### src/rtl/line_raster.sv
`default_nettype none
// =============================================================================
// Module   : line_raster
// Purpose  : Bresenham line rasteriser emitting one pixel per handshake on a
//            back-pressured stream. Define LINE_RASTER_CLIP_EN for clipping.
// Revision : 1.0 - initial release
// =============================================================================
module line_raster #(
    parameter int X_W      = 8,
    parameter int Y_W      = 7,
    parameter int LEN_W    = 8,
    parameter int COLOR_W  = 3,
    parameter int SCREEN_W = 160,
    parameter int SCREEN_H = 120
) (
    input  logic               clk,
    input  logic               rst,
    input  logic               cmd_valid,
    output logic               cmd_ready,
    input  logic [X_W-1:0]     cmd_x0,
    input  logic [Y_W-1:0]     cmd_y0,
    input  logic [LEN_W-1:0]   cmd_dx,
    input  logic [LEN_W-1:0]   cmd_dy,
    input  logic [COLOR_W-1:0] cmd_color,
    output logic               pix_valid,
    input  logic               pix_ready,
    output logic [X_W-1:0]     pix_x,
    output logic [Y_W-1:0]     pix_y,
    output logic [COLOR_W-1:0] pix_color,
    output logic               busy,
    output logic               done
);

    localparam int XI_W  = X_W + 2;
    localparam int YI_W  = Y_W + 2;
    localparam int ERR_W = LEN_W + 3;
    localparam int E2_W  = LEN_W + 4;
    localparam int CNT_W = LEN_W + 1;

    if (SCREEN_W < 1 || SCREEN_H < 1) begin : g_bad_screen
        $error("line_raster: SCREEN_W and SCREEN_H must be positive");
    end

`ifdef LINE_RASTER_CLIP_EN
    localparam logic signed [XI_W-1:0] C_SCR_W = XI_W'(SCREEN_W);
    localparam logic signed [YI_W-1:0] C_SCR_H = YI_W'(SCREEN_H);
`endif

    typedef enum logic [1:0] {
        S_IDLE  = 2'd0,
        S_SETUP = 2'd1,
        S_DRAW  = 2'd2
    } state_t;

    state_t                   state_q, state_d;
    logic signed [XI_W-1:0]   x_q, x_d;
    logic signed [YI_W-1:0]   y_q, y_d;
    logic [LEN_W-1:0]         dx_q, dx_d;
    logic [LEN_W-1:0]         dy_q, dy_d;
    logic [COLOR_W-1:0]       color_q, color_d;
    logic [LEN_W:0]           adx_q, adx_d;
    logic [LEN_W:0]           ady_q, ady_d;
    logic                     sx_neg_q, sx_neg_d;
    logic                     sy_neg_q, sy_neg_d;
    logic signed [ERR_W-1:0]  err_q, err_d;
    logic [CNT_W-1:0]         cnt_q, cnt_d;
    logic                     pix_valid_q, pix_valid_d;
    logic [X_W-1:0]           pix_x_q, pix_x_d;
    logic [Y_W-1:0]           pix_y_q, pix_y_d;
    logic                     done_q, done_d;

    logic signed [LEN_W:0]    dx_ext, dy_ext;
    logic [LEN_W:0]           abs_dx, abs_dy;
    logic signed [E2_W-1:0]   e2, neg_ady, adx_s;
    logic signed [ERR_W-1:0]  err_step;
    logic signed [XI_W-1:0]   x_step;
    logic signed [YI_W-1:0]   y_step;
    logic                     step_x, step_y, offscreen, out_free;

    // Bresenham step terms for the pixel currently held by the iterator
    always_comb begin
        dx_ext   = {dx_q[LEN_W-1], dx_q};
        dy_ext   = {dy_q[LEN_W-1], dy_q};
        abs_dx   = dx_q[LEN_W-1] ? $unsigned(-dx_ext) : $unsigned(dx_ext);
        abs_dy   = dy_q[LEN_W-1] ? $unsigned(-dy_ext) : $unsigned(dy_ext);
        e2       = {err_q, 1'b0};
        neg_ady  = -$signed({3'b000, ady_q});
        adx_s    = $signed({3'b000, adx_q});
        step_x   = (e2 > neg_ady);
        step_y   = (e2 < adx_s);
        err_step = err_q;
        if (step_x) begin
            err_step = err_step - $signed({2'b00, ady_q});
        end
        if (step_y) begin
            err_step = err_step + $signed({2'b00, adx_q});
        end
        x_step   = sx_neg_q ? (x_q - XI_W'(1)) : (x_q + XI_W'(1));
        y_step   = sy_neg_q ? (y_q - YI_W'(1)) : (y_q + YI_W'(1));
`ifdef LINE_RASTER_CLIP_EN
        offscreen = x_q[XI_W-1] || (x_q >= C_SCR_W) ||
                    y_q[YI_W-1] || (y_q >= C_SCR_H);
`else
        offscreen = 1'b0;
`endif
        out_free = !pix_valid_q || pix_ready;
    end

    always_comb begin
        state_d     = state_q;
        x_d         = x_q;
        y_d         = y_q;
        dx_d        = dx_q;
        dy_d        = dy_q;
        color_d     = color_q;
        adx_d       = adx_q;
        ady_d       = ady_q;
        sx_neg_d    = sx_neg_q;
        sy_neg_d    = sy_neg_q;
        err_d       = err_q;
        cnt_d       = cnt_q;
        pix_valid_d = pix_valid_q;
        pix_x_d     = pix_x_q;
        pix_y_d     = pix_y_q;
        done_d      = 1'b0;

        case (state_q)
            S_IDLE: begin
                if (cmd_valid) begin
                    x_d     = {2'b00, cmd_x0};
                    y_d     = {2'b00, cmd_y0};
                    dx_d    = cmd_dx;
                    dy_d    = cmd_dy;
                    color_d = cmd_color;
                    state_d = S_SETUP;
                end
            end
            S_SETUP: begin
                adx_d    = abs_dx;
                ady_d    = abs_dy;
                sx_neg_d = dx_q[LEN_W-1];
                sy_neg_d = dy_q[LEN_W-1];
                err_d    = $signed({2'b00, abs_dx}) - $signed({2'b00, abs_dy});
                cnt_d    = ((abs_dx > abs_dy) ? abs_dx : abs_dy) + CNT_W'(1);
                state_d  = S_DRAW;
            end
            S_DRAW: begin
                if (pix_valid_q && pix_ready) begin
                    pix_valid_d = 1'b0;
                end
                // Iterator feeds the output register; clipped pixels bypass it
                if ((cnt_q != '0) && (offscreen || out_free)) begin
                    if (!offscreen) begin
                        pix_valid_d = 1'b1;
                        pix_x_d     = x_q[X_W-1:0];
                        pix_y_d     = y_q[Y_W-1:0];
                    end
                    if (step_x) begin
                        x_d = x_step;
                    end
                    if (step_y) begin
                        y_d = y_step;
                    end
                    err_d = err_step;
                    cnt_d = cnt_q - CNT_W'(1);
                end
                if ((cnt_d == '0) && !pix_valid_d) begin
                    state_d = S_IDLE;
                    done_d  = 1'b1;
                end
            end
            default: begin
                state_d = S_IDLE;
            end
        endcase
    end

    always_ff @(posedge clk or posedge rst) begin
        if (rst) begin
            state_q     <= S_IDLE;
            x_q         <= '0;
            y_q         <= '0;
            dx_q        <= '0;
            dy_q        <= '0;
            color_q     <= '0;
            adx_q       <= '0;
            ady_q       <= '0;
            sx_neg_q    <= 1'b0;
            sy_neg_q    <= 1'b0;
            err_q       <= '0;
            cnt_q       <= '0;
            pix_valid_q <= 1'b0;
            pix_x_q     <= '0;
            pix_y_q     <= '0;
            done_q      <= 1'b0;
        end else begin
            state_q     <= state_d;
            x_q         <= x_d;
            y_q         <= y_d;
            dx_q        <= dx_d;
            dy_q        <= dy_d;
            color_q     <= color_d;
            adx_q       <= adx_d;
            ady_q       <= ady_d;
            sx_neg_q    <= sx_neg_d;
            sy_neg_q    <= sy_neg_d;
            err_q       <= err_d;
            cnt_q       <= cnt_d;
            pix_valid_q <= pix_valid_d;
            pix_x_q     <= pix_x_d;
            pix_y_q     <= pix_y_d;
            done_q      <= done_d;
        end
    end

    assign cmd_ready = (state_q == S_IDLE);
    assign busy      = (state_q != S_IDLE);
    assign done      = done_q;
    assign pix_valid = pix_valid_q;
    assign pix_x     = pix_x_q;
    assign pix_y     = pix_y_q;
    assign pix_color = color_q;

endmodule
`default_nettype wire

### config.mk
export PLATFORM = sky130hd
export DESIGN_NAME = line_raster
export DESIGN_NICKNAME = d
export VERILOG_FILES = /design/src/rtl/line_raster.sv
export SDC_FILE = /design/constraint.sdc
export NUM_CORES = 1
export LEC_CHECK = 0
export ABC_AREA = 1
export ABC_CLOCK_PERIOD_IN_PS = 4820
export CORE_UTILIZATION = 60
export DETAILED_ROUTE_END_ITERATION = 7
export PLACE_DENSITY = 0.86
export SLEW_MARGIN = 20
export SYNTH_ARGS = -nofsm -noshare
export SYNTH_HDL_FRONTEND = slang
export SYNTH_SLANG_ARGS = --single-unit
### constraint.sdc
create_clock -name clk -period 4.82 [get_ports clk]
set_input_delay 1.446 -clock clk [delete_from_list [all_inputs] [get_ports clk]]
set_output_delay 1.446 -clock clk [all_outputs]
set_load 0.05 [all_outputs]
## Yosys cells after proc, flatten, opt, wreduce, memory -nomap -nowiden

Index checks and enable logic that the tools add are counted.
Widths: inputs -> output; s select.

| operators by class | value |
|---|---|
| $add $sub $neg | 12 |
| order comparisons | 3 |
| equality and inequality tests | 7 |
| mux-type cells | 28 |
| reductions and logical operators | 18 |

Operators by type and width:

| cell | number |
|---|---|
| $mux 9 | 9 |
| $mux 10 | 4 |
| $pmux 9 s2 | 2 |
| $mux 11 | 3 |
| $pmux 11 s2 | 1 |
| $pmux 10 s2 | 1 |
| $neg 8->9 | 2 |
| $gt 12x12->1 | 1 |
| $lt 12x10->1 | 1 |
| $neg 9->12 | 1 |
| $add 11x10->11 | 1 |
| $sub 11x10->11 | 1 |
| $add 10x2->10 const B | 1 |
| $ne 2x2->1 const B | 5 |
| $sub 10x2->10 const B | 1 |
| $sub 9x9->10 | 1 |
| $add 9x1->9 const B | 1 |
| $add 9x2->9 const B | 1 |
| $gt 9x9->1 | 1 |
| $logic_not 9->1 | 1 |
| $reduce_bool 9->1 | 1 |
| $sub 9x1->9 const B | 1 |
| $sub 9x2->9 const B | 1 |
| $reduce_and 2->1 | 4 |
| 11 further kinds | 22 |

| storage, ports and cells | value |
|---|---|
| bits in registers | 97 |
| output and inout bits | 22 |
| word-level logic and storage cells | 84 |

## Longest topological paths before layout

| logic depth | value |
|---|---|
| word-level depth | 9 |
| gate-level depth with buffers | 33 |
| gate-level depth less buffers | 33 |

## Worst setup path before layout

No wires, ideal clock.

| path | value |
|---|---|
| path kind | reg2reg |
| start | register ady_q[1] |
| end | register err_q[10] |
| setup time | 121 ps |
| arrival | 3616 ps |
| data required time | 4699 ps |
| slack | 1082 ps |
| cell stages (with the launch flop) | 33 |
| buffers on the path | 0 |
| clock period less this slack | 3738 ps |
| cell sequence | dfrtp_1 inv_1 ha_1 nand2_1 nor2_1 nand4_1 xor2_1 ha_1 nand2_1 inv_1 nand2_1 nor2_1 nand2_1 nand3_1 nand2_1 nand2_2 nand2_2 nand2_1 o21ai_0 ha_1 fa_1 nand3_1 nand3_1 nand4_1 o211ai_1 nand2_1 nand2_1 nand3_1 nand2_1 nand2_1 nand2_1 nand3_1 a21oi_1 |

| on the way | value |
|---|---|
| word-level cells in the longest chain between the ends | 7 |
| elaborated cells between the ends (all ways) | 8 |

RTL lines:

| what | line | source |
|---|---|---|
| start, declared | 62 | `logic [LEN_W:0] ady_q, ady_d;` |
| start signal, assigned | 204 | `ady_q <= ady_d;` |
| $neg 9->12 | 87 | `neg_ady = -$signed({3'b000, ady_q});` |
| $gt 12x12->1 | 89 | `step_x = (e2 > neg_ady);` |
| $mux 11 * | 92 | `if (step_x) begin` |
| $add 11x10->11 | 96 | `err_step = err_step + $signed({2'b00, adx_q});` |
| $mux 11 * | 95 | `if (step_y) begin` |
| $mux 11 * | 152 | `if ((cnt_q != '0) && (offscreen \|\| out_free)) begin` |
| $pmux 11 s2 * | 127 | `case (state_q)` |
| end signal, assigned | 207 | `err_q <= err_d;` |
| end, declared | 65 | `logic signed [ERR_W-1:0] err_q, err_d;` |

Every way passes the cells marked *; elsewhere a longest branch is shown, timed or not. The select of a mux whose other input is x is not followed.
A chain may end at the register's enable or synchronous reset.

## Worst setup path after layout

| path | value |
|---|---|
| start | register ady_q[0] |
| end | register err_q[10] |

The elaborated chain is that of the path after synthesis.

==> results.cfg <==
[run_status]
status = complete, but fails checks
violations = design-rule violations

[worst_setup_path]
r2r_slack_ns = 0.51
cp_max_fo = 17
critical_path.startpoint_type = flip-flop
end_kind = flip-flop
crit_top_cell = nand2_1
setup.worst_path.end = err_q[10]
critPathLaunch = ady_q[0]
cp.arrival_ns = 4.59
cpPeakStageDelay_ns = 0.42
reg2reg_depth = 31
slowest_stage = dfrtp_1
worstSetupPathType = reg -> reg
cp_data_required_time_ns = 5.10
r2r-start = ady_q[0]
worst_r2r_endpoint = err_q[10]

[placement]
dp_hpwl_mm = 12.4
portBuffers = 59
place_congestion = 0.978

[die]
dieArea_um2 = 12500
coreArea_um2 = 11600
die_h_um = 112
start_util_pct = 62.4
rows = 39
dieWidth_um = 112
pin_count = 60

[layout]
final_nets = 1112
area_delta_synth_final_pct = 13.2
n_fill_cell = 949
mostFrequentLayoutCell = nand2_1
drive_gt1_share_pct = 7.93
diodes = 0
most-common-layout-cells = nand2_1 (206), inv_1 (119), dfrtp_1 (93)

[synthesis]
ys_types = 57
yosys.area.top_type = dfrtp_1
yosysWarnings = 0
synth.area.top_cells = dfrtp_1 (32%), ha_1 (11%), nand2_1 (11%), inv_1 (6.3%), o21ai_0 (5.2%)
netlist_instances = 956
syn_avg_cell_area_um2 = 7.55
synthesis.nets = 1064
ys_seq_area_share_pct = 32.2
synth-simple-area-share_pct = 22.2
syn_area_um2 = 7220
synth-adder-area-share_pct = 12.7
synth_mux_area_share_pct = 0.780
synth_ff_type = dfrtp_1
async_flop_share_pct = 100
synth-xor-area-share_pct = 5.10
synth-edff-count = 0
synth_top_family_by_area = simple AND/OR/NAND/NOR gates
yosysTopAreaCellShare_pct = 32.2
ys_ff_latch = 93
synth-compound-area-share_pct = 17.8

[timing]
finalCritPeriodShare_pct = 89.5
tightest_slew_ns = 0.949
rsz0062_at_grt = no
fmax_mhz = 232
slew_headroom_pct = 36.3
tns_ns = 0
fin_worst_skew_ns = 0.00880
finalCriticalPeriod_ns = 4.31
setup_viol = 0
hold_viol = 0
maxSlewViolCount = 0

[routing]
wl_per_cell_um = 14.8
wl_mm = 17.1
first_iter_violations = 415
routed_via_density = 5.65
drtPass1Iterations = 8
vias = 6507
route.detailed.drc = 3
ant_nets = 0

[job]
cap_violations = 0

[worst_hold_path]
min_path_type = reg -> reg
worstHoldStart = pix_y[5]

[global_route]
grt_pass1_wl_mm = 29.5
grt-ovfl-total = 0
grt_use_total_pct = 29.3
antenna_found_initial = 0
grt_pass1_vias = 6426
grt_max_degree = 53

[clock_network]
clockRootBuffer = clkbuf_16
clk_pin_slew_ns = 0.07
cts_tree = done
post_cts_buffers = 0
clk-insertion-delay-late_ns = 0.35
cts_max_level = 3
cts_made_buffers = 9
clockBufferDepth = 2
cts_sinks = 93
## critical path: cells and delay by family (launching register included)
| family | cells | cell delay [ns] |
|---|---|---|
| xor gates and xnor gates | 1 | 0.18 |
| and+or+nand+nor | 21 | 1.98 |
| adders and majority gates | 4 | 1.09 |
| AOI/OAI and AO/OA | 3 | 0.39 |
| DFF | 1 | 0.42 |
| buffers and inverters | 2 | 0.15 |
## metal layers
| metal | track usage [%] | vias to the layer above | wire length, um |
|---|---|---|---|
| li1 | - | 3264 | - |
| met5 | 0 | - | 0 |
| met2 | 48.8 | 247 | 8100 |
| met4 | 14.8 | 0 | 582 |
| met3 | 5.93 | 47 | 1110 |
| met1 | 36.3 | 2949 | 7310 |
## flip-flops by register name (all words and copies together) (netlist names)
name / count
dy_q: 8
y_q: 7
pix_y: 7
sy_neg_q: 1
dx_q: 8
sx_neg_q: 1
pix_x: 8
cnt_q: 9
pix_valid: 1
done: 1
pix_color: 3
adx_q: 9
x_q: 8
err_q: 11
state_q: 2
ady_q: 9
## worst min path at each step
stage	end	slack (ns)	depth (start not counted)
3_5_place_dp	adx_q[0]	0.47	2
4_1_cts	adx_q[0]	0.48	2
6_report	pix_y[5]	0.49	2
5_1_grt	pix_y[5]	0.50	2
2_1_floorplan	adx_q[0]	0.45	2
3_3_place_gp	adx_q[0]	0.46	2
## timing repair
action | in CTS | in global routing
hold buffers | 0 | 0
setup endpoints to repair | 0 | 5
gates resized for setup | 0 | 3
## area by class of cell
type | instances | area (um2) | share of cell area, %
sequential | 93 | 2330 | 28.5
inverter | 132 | 500 | 6.12
tap | 143 | 179 | 2.19
clock inverter | 4 | 57.6 | 0.704
multi-input combinational | 704 | 4250 | 51.9
clock buffer | 12 | 236 | 2.89
timing repair buffer | 64 | 628 | 7.68
## logic make-up (layout without fill, tap and decap cells)
logic type	after synthesis	in the layout
fa+ha+maj	70	70
flops	93	93
simple gates	366	366
mux	5	5
buf+inv	159	212
compound gates	219	219
xor+xnor	42	42
other cells	2	2
## cell usage after synthesis (4+ instances only)
library cell and instances:
a21oi_1 66, a22oi_1 4, buf_2 5, buf_6 4, clkbuf_1 14, dfrtp_1 93
fa_1 5, ha_1 65, inv_1 121, inv_2 8, mux2_2 5, nand2_1 207
nand2_2 10, nand2_4 4, nand3_1 39, nand4_1 15, nor2_1 65, nor2_2 6
nor4_1 4, o211ai_1 17, o21ai_0 75, o21ai_1 22, o21ai_2 6, xnor2_1 10
xor2_1 32
## through the flow
step | std cells | hold WS [ns] | area (um2) | util [%] | setup slack (ns)
after CTS | 1152 | 0.485 | 8160 | 70.6 | 0.434
after detailed placement | 1136 | 0.466 | 7870 | 68.1 | 0.467
after floorplan | 956 | 0.453 | 7220 | - | 0.954
final | 1152 | 0.485 | 8170 | 70.7 | 0.507
after global placement | 1136 | 0.463 | 7870 | 68.1 | 0.719
after global routing | 1152 | 0.498 | 8170 | 70.7 | 0.0293
Power is not shown: default switching activity piles up to over one toggle a cycle in this logic, so the estimate is an artifact.
